[src/rtl/spike_dec_pkg.sv]
// Shared types and helpers for the spike rate decoder slice.
package spike_dec_pkg;

    typedef enum logic [1:0] {IDLE, COUNT, HOLD} dec_state_t;

    // Unsigned add clamped to max; callers narrow the result to their own width.
    function automatic int unsigned sat_add(input int unsigned a, input int unsigned b,
                                            input int unsigned max);
        logic [32:0] sum;
        sum = {1'b0, a} + {1'b0, b};
        return (sum > {1'b0, max}) ? max : sum[31:0];
    endfunction

endpackage

[src/rtl/spike_trace.sv]
// Leaky synaptic trace: each enabled cycle the trace decays by a right shift and
// gains TRACE_INC on a spike, saturating at the top of its range.
module spike_trace
    import spike_dec_pkg::*;
#(
    parameter int unsigned TRACE_W     = 8,
    parameter int unsigned TRACE_INC   = 64,
    parameter int unsigned DECAY_SHIFT = 1
) (
    input  logic               clk,
    input  logic               rst_n,
    input  logic               en,
    input  logic               spike_in,
    output logic [TRACE_W-1:0] trace
);

    localparam int unsigned TraceMax = 32'((64'd1 << TRACE_W) - 1);

    logic [TRACE_W-1:0] trace_d;

    always_comb begin
        trace_d = trace;
        if (en) begin
            trace_d = TRACE_W'(sat_add(32'(trace >> DECAY_SHIFT),
                                       spike_in ? TRACE_INC : 32'd0, TraceMax));
        end
    end

    always_ff @(posedge clk) begin
        if (!rst_n) trace <= '0;
        else        trace <= trace_d;
    end

endmodule

[src/rtl/spike_rate_decoder.sv]
// Spike train decoder: windowed spike count over valid/ready plus a leaky synaptic trace.
// Defining SPIKE_DEC_ISI_EN adds last inter-spike interval tracking (isi_last/isi_valid).
module spike_rate_decoder
    import spike_dec_pkg::*;
#(
    parameter int unsigned WINDOW      = 16,
    parameter int unsigned CNT_W       = 5,
    parameter int unsigned TRACE_W     = 8,
    parameter int unsigned TRACE_INC   = 64,
    parameter int unsigned DECAY_SHIFT = 1
`ifdef SPIKE_DEC_ISI_EN
    ,
    parameter int unsigned ISI_W       = 8
`endif
) (
    input  logic               clk,
    input  logic               rst_n,
    input  logic               en,
    input  logic               spike_in,
    input  logic               start,
    input  logic               out_ready,
    output logic               out_valid,
    output logic [CNT_W-1:0]   rate,
    output logic               overflow,
    output logic               busy,
    output logic [TRACE_W-1:0] trace
`ifdef SPIKE_DEC_ISI_EN
    ,
    output logic [ISI_W-1:0]   isi_last,
    output logic               isi_valid
`endif
);

    localparam int unsigned WinW   = (WINDOW > 2) ? $clog2(WINDOW) : 1;
    localparam int unsigned CntMax = 32'((64'd1 << CNT_W) - 1);

    dec_state_t       state_q, state_d;
    logic [CNT_W-1:0] cnt_q, cnt_d, cnt_sat;
    logic [WinW-1:0]  win_q, win_d;
    logic             ovf_q, ovf_d, ovf_hit;
    logic             out_valid_d, overflow_d;
    logic [CNT_W-1:0] rate_d;

    spike_trace #(
        .TRACE_W    (TRACE_W),
        .TRACE_INC  (TRACE_INC),
        .DECAY_SHIFT(DECAY_SHIFT)
    ) u_trace (
        .clk     (clk),
        .rst_n   (rst_n),
        .en      (en),
        .spike_in(spike_in),
        .trace   (trace)
    );

    always_ff @(posedge clk) begin
        if (!rst_n) begin
            state_q <= IDLE;
            busy    <= 1'b0;
        end else begin
            state_q <= state_d;
            busy    <= (state_d != IDLE);
        end
    end

    // HOLD always has out_valid high, so out_ready alone is the accept.
    always_comb begin
        state_d = state_q;
        unique case (state_q)
            IDLE:    if (start && en) state_d = COUNT;
            COUNT:   if (en && win_q == '0) state_d = HOLD;
            HOLD:    if (out_ready) state_d = (start && en) ? COUNT : IDLE;
            default: state_d = IDLE;
        endcase
    end

    always_comb begin
        cnt_d       = cnt_q;
        win_d       = win_q;
        ovf_d       = ovf_q;
        out_valid_d = out_valid;
        rate_d      = rate;
        overflow_d  = overflow;
        cnt_sat     = CNT_W'(sat_add(32'(cnt_q), 32'(spike_in), CntMax));
        ovf_hit     = spike_in && (32'(cnt_q) == CntMax);
        unique case (state_q)
            IDLE: begin
                if (start && en) begin
                    cnt_d      = '0;
                    win_d      = WinW'(WINDOW - 1);
                    ovf_d      = 1'b0;
                    overflow_d = 1'b0;
                end
            end
            COUNT: begin
                if (en) begin
                    if (win_q == '0) begin
                        rate_d      = cnt_sat;
                        overflow_d  = ovf_q | ovf_hit;
                        out_valid_d = 1'b1;
                    end else begin
                        cnt_d = cnt_sat;
                        ovf_d = ovf_q | ovf_hit;
                        win_d = win_q - WinW'(1);
                    end
                end
            end
            HOLD: begin
                if (out_ready) begin
                    out_valid_d = 1'b0;
                    if (start && en) begin
                        cnt_d      = '0;
                        win_d      = WinW'(WINDOW - 1);
                        ovf_d      = 1'b0;
                        overflow_d = 1'b0;
                    end
                end
            end
            default: ;
        endcase
    end

    always_ff @(posedge clk) begin
        if (!rst_n) begin
            cnt_q     <= '0;
            win_q     <= '0;
            ovf_q     <= 1'b0;
            out_valid <= 1'b0;
            rate      <= '0;
            overflow  <= 1'b0;
        end else begin
            cnt_q     <= cnt_d;
            win_q     <= win_d;
            ovf_q     <= ovf_d;
            out_valid <= out_valid_d;
            rate      <= rate_d;
            overflow  <= overflow_d;
        end
    end

`ifdef SPIKE_DEC_ISI_EN
    localparam int unsigned IsiMax = 32'((64'd1 << ISI_W) - 1);

    logic [ISI_W-1:0] isi_cnt;
    logic             isi_seen;

    // The first spike after reset only arms tracking; intervals are reported from the second.
    always_ff @(posedge clk) begin
        if (!rst_n) begin
            isi_cnt   <= '0;
            isi_seen  <= 1'b0;
            isi_last  <= '0;
            isi_valid <= 1'b0;
        end else if (en) begin
            if (spike_in) begin
                isi_last  <= isi_cnt;
                isi_valid <= isi_valid | isi_seen;
                isi_seen  <= 1'b1;
                isi_cnt   <= ISI_W'(1);
            end else begin
                isi_cnt <= ISI_W'(sat_add(32'(isi_cnt), 32'd1, IsiMax));
            end
        end
    end
`endif

endmodule

[config.mk]
export PLATFORM = sky130hd
export DESIGN_NAME = spike_rate_decoder
export DESIGN_NICKNAME = d
export VERILOG_FILES = /design/src/rtl/spike_dec_pkg.sv /design/src/rtl/spike_trace.sv /design/src/rtl/spike_rate_decoder.sv
export SDC_FILE = /design/constraint.sdc
export NUM_CORES = 1
export LEC_CHECK = 0
export ABC_AREA = 1
export BUFFER_PORTS_ARGS = -buffer_cell sky130_fd_sc_hd__buf_2
export CORE_MARGIN = 10
export CORE_UTILIZATION = 55
export CTS_CLUSTER_DIAMETER = 200
export DETAILED_ROUTE_END_ITERATION = 10
export PLACE_DENSITY_LB_ADDON = 0.15
export SKIP_CTS_REPAIR_TIMING = 1
export SYNTH_ARGS = -nofsm -noshare
export SYNTH_HDL_FRONTEND = slang
export SYNTH_HIERARCHICAL = 1
export SYNTH_SLANG_ARGS = --single-unit
[constraint.sdc]
create_clock -name clk -period 4.1 [get_ports clk]
set_clock_uncertainty 0.1 [all_clocks]
set_input_delay 0.205 -clock clk [delete_from_list [all_inputs] [get_ports clk]]
set_output_delay 0.205 -clock clk [all_outputs]
set_load 0.05 [all_outputs]
==> impl_metrics.json <==
{
  "outcome": "finished, final reports clean",
  "number_of_design_rule_violations_left_by_the_first_detailed_router_iteration": 71,
  "critical_path_cell_list": "inv_2 -> nor2_4 -> nand2_1 -> nor2_2 -> inv_1 -> a21oi_1 -> or2_2",
  "slew_violations": 0,
  "cp-startpoint": "state_q[0]",
  "place.detailed.hpwl_um": 2180,
  "critPathLaunchType": "flop",
  "worst_ep_required_time_ns": 4.28,
  "timing.setup.critical_path_class": "flop to flop",
  "num_vias": 1204,
  "die_area_um2": 5030,
  "layout-drive-gt1-share_pct": 22.2,
  "predominant_post_synthesis_flop_cell": "sky130_fd_sc_hd__dfxtp_1",
  "synthTopCellsByArea": "sky130_fd_sc_hd__dfxtp_1 (39%), sky130_fd_sc_hd__nand2_1 (13%), sky130_fd_sc_hd__nor2_1 (6.8%)",
  "endpoint": "busy",
  "synth-edff-count": 0,
  "placed_cells": 242,
  "antenna_found_initial": 0,
  "drc_errors": 0,
  "flop_to_flop_setup_slack_ns": 2.38,
  "synth_warnings": 6,
  "r2r_cells": 7,
  "min_period_over_period_pct": 42.0,
  "core_um2": 2480,
  "synth.cells.most_frequent": "sky130_fd_sc_hd__nand2_1 (49), sky130_fd_sc_hd__dfxtp_1 (28), sky130_fd_sc_hd__nor2_1 (26), sky130_fd_sc_hd__inv_1 (22), sky130_fd_sc_hd__a21oi_1 (13)",
  "buffer_ports.inserted": 21,
  "worst-path-buf-inv": 2,
  "tritoncts_buffer_count": 3,
  "async_reset_ff_share_pct": 0,
  "timing.rr.start": "state_q[0]",
  "sequential_share_of_the_synthesized_area_pct": 39.3,
  "cpPeakStageDelay_ns": 0.45,
  "antennaDiodeCount": 0,
  "post_synth.cell_area_avg_um2": 7.28,
  "avgRoutedWirePerCell_um": 11.7,
  "totalWireLength_um": 2870,
  "fin_nets": 227,
  "dp_worst_setup_slack_ns": 2.45,
  "rsz_0062_raised_after_global_routing": "no",
  "worst_min_path_class": "primary input to flop",
  "initial_utilization_pct": 57.6,
  "grt.total_usage_pct": 11.9,
  "drtPass1Iterations": 4,
  "final.min_clock_period_ns": 1.72,
  "arrival_ns": 1.90,
  "clock.fmax_mhz": 581,
  "avgViaCountPerCell": 4.89,
  "routabilityCongestion": 0.830,
  "synthesis.nets": 206,
  "final-instance-count-excl-fill": 246,
  "area_delta_synth_final_pct": 8.94,
  "syn-instance-count": 196,
  "power_density_over_cell_area_nw_per_um2": 389,
  "overflow": 0,
  "antenna_violating_nets_post_route": 0,
  "hold_violations": 0,
  "clock_insertion_delay_worst_skew_ns": 0.32,
  "clk_root_buffer_cell": "sky130_fd_sc_hd__clkbuf_4",
  "biggest_fanout_along_the_worst_timing_path": 11,
  "setup.worst_path.end_class": "flop",
  "design.portCount": 22,
  "synth_largest_type_area_fraction_pct": 39.3,
  "fp.dieW_um": 70.9,
  "tightestPinTransition_ns": 0.393,
  "cts_buffer_depth": 2,
  "critical_path_depth": 7,
  "ctsHtreeMaxLevel": 1,
  "top_count_cell_post_synth": "sky130_fd_sc_hd__nand2_1",
  "hold_path_depth": 3,
  "cts_tree": "done",
  "setup_viol_count_final": 0,
  "placementRows": 18,
  "synthDominantAreaCellType": "sky130_fd_sc_hd__dfxtp_1",
  "leakage_nw": 0.721,
  "cts.sinks": 28,
  "maxSlewHeadroom_pct": 73.8,
  "die-height_um": 70.9,
  "timing.critical_path.max_delay_family": "simple AND/OR/NAND/NOR gates",
  "grt_pass1_vias": 1203,
  "yosys.cell_types.count": 27,
  "path_clk_slew_ns": 0.15,
  "wire_length_of_the_first_global_routing_pass_um": 5190,
  "worst_slack_ns": 2.38,
  "worst_r2r_endpoint": "busy",
  "synth_area_um2": 1430,
  "synth.ff_latch_count": 28,
  "cpMaxStageDelayCell": "sky130_fd_sc_hd__dfxtp_1",
  "finish.utilization_pct": 62.8,
  "grt_max_degree": 20,
  "highest_ir_drop_seen_on_vdd_v": 0.000279,
  "max-cap-violations": 0,
  "fin_setup_tns_ns": 0
}
[kinds of logic after synthesis]
family	synth area share, %
DFF	39.3
and+or+nand+nor	35.3
xor gates and xnor gates	1.23
buffers and inverters	10.4
AOI/OAI and AO/OA	10.3
adders and majority gates	3.51
[worst min path at each step]
| stage | slack, ns | from | to |
|---|---|---|---|
| floorplan | 0.35 | win_q[2] | win_q[2] |
| global placement | 0.37 | u_trace/trace[0] | u_trace/trace[0] |
| detailed placement | 0.36 | out_valid | out_valid |
| CTS | 0.15 | rst_n | u_trace/trace[0] |
| global route | 0.16 | rst_n | u_trace/trace[0] |
| finish | 0.16 | rst_n | u_trace/trace[0] |
[cells in the final DEF (no fill, tap or decap)]
| master | netlist | layout |
|---|---|---|
| sky130_fd_sc_hd__nand2_1 | 49 | 49 |
| sky130_fd_sc_hd__dfxtp_1 | 28 | 28 |
| sky130_fd_sc_hd__nor2_1 | 26 | 26 |
| sky130_fd_sc_hd__inv_1 | 22 | 22 |
| sky130_fd_sc_hd__buf_2 | 1 | 21 |
| sky130_fd_sc_hd__a21oi_1 | 13 | 13 |
| sky130_fd_sc_hd__nand3_1 | 7 | 7 |
| sky130_fd_sc_hd__o21ai_0 | 7 | 7 |
| sky130_fd_sc_hd__nand2_2 | 6 | 6 |
| sky130_fd_sc_hd__nor2_2 | 5 | 5 |
| sky130_fd_sc_hd__a31oi_1 | 5 | 5 |
| sky130_fd_sc_hd__nand2_4 | 4 | 4 |
| sky130_fd_sc_hd__ha_1 | 4 | 4 |
| sky130_fd_sc_hd__inv_2 | 3 | 3 |
| sky130_fd_sc_hd__clkbuf_4 | 0 | 3 |
| sky130_fd_sc_hd__nand4_1 | 2 | 2 |
| sky130_fd_sc_hd__or2_2 | 2 | 2 |
| sky130_fd_sc_hd__nor2_4 | 1 | 1 |
| sky130_fd_sc_hd__nand3_4 | 1 | 1 |
| sky130_fd_sc_hd__nor2_8 | 1 | 1 |
| sky130_fd_sc_hd__clkinv_1 | 1 | 1 |
| sky130_fd_sc_hd__xnor2_1 | 1 | 1 |
| sky130_fd_sc_hd__o21bai_1 | 1 | 1 |
| sky130_fd_sc_hd__o31ai_1 | 1 | 1 |
| sky130_fd_sc_hd__xor2_1 | 1 | 1 |
| sky130_fd_sc_hd__clkbuf_8 | 0 | 1 |
[area by class of cell]
type | instances | area (um2)
Clock buffer | 4 | 36.3
Fill cell | 240 | 922
Inverter | 26 | 97.6
Multi-Input combinational cell | 137 | 718
Sequential cell | 28 | 561
Tap cell | 30 | 37.5
Timing Repair Buffer | 21 | 105
[through the flow]
stage / total power, mW / cell area [um2] / hold WS [ns]
2_1_floorplan: 0.449 / 1430 / 0.353
3_3_place_gp: 0.475 / 1520 / 0.366
3_5_place_dp: 0.480 / 1520 / 0.364
4_1_cts: 0.611 / 1560 / 0.154
5_1_grt: 0.645 / 1560 / 0.158
6_report: 0.605 / 1560 / 0.156
[report_power, final]
group	switching, mW	leakage (nW)	internal, mW	total, mW
Clock	0.0776	0.0210	0.0543	0.132
Sequential	0.0118	0.229	0.293	0.305
Combinational	0.120	0.470	0.0482	0.168
Total	0.209	0.721	0.396	0.605
[flip-flops by register name, indices dropped and copies added (netlist names)]
register,cells
cnt_q,5
win_q,4
u_trace/trace,8
overflow,1
rate,5
busy,1
ovf_q,1
out_valid,1
state_q,2
[worst register-to-register path, cell delays in order, from the launching register on]
cell and delay (ns):
sky130_fd_sc_hd__dfxtp_1 0.45, sky130_fd_sc_hd__inv_2 0.09, sky130_fd_sc_hd__nor2_4 0.18, sky130_fd_sc_hd__nand2_1 0.09, sky130_fd_sc_hd__nor2_2 0.32, sky130_fd_sc_hd__inv_1 0.13
sky130_fd_sc_hd__a21oi_1 0.19, sky130_fd_sc_hd__or2_2 0.14
[metal layers]
layer	global-route usage, %	vias up	share of wire [%]	routed length (um)
li1	-	652	-	-
met1	14.2	529	47	1340
met2	19.9	21	47	1350
met3	3.49	2	5.7	163
met4	3.87	0	0.45	13
met5	0	-	0	0
(Power assumes the default switching activity.)
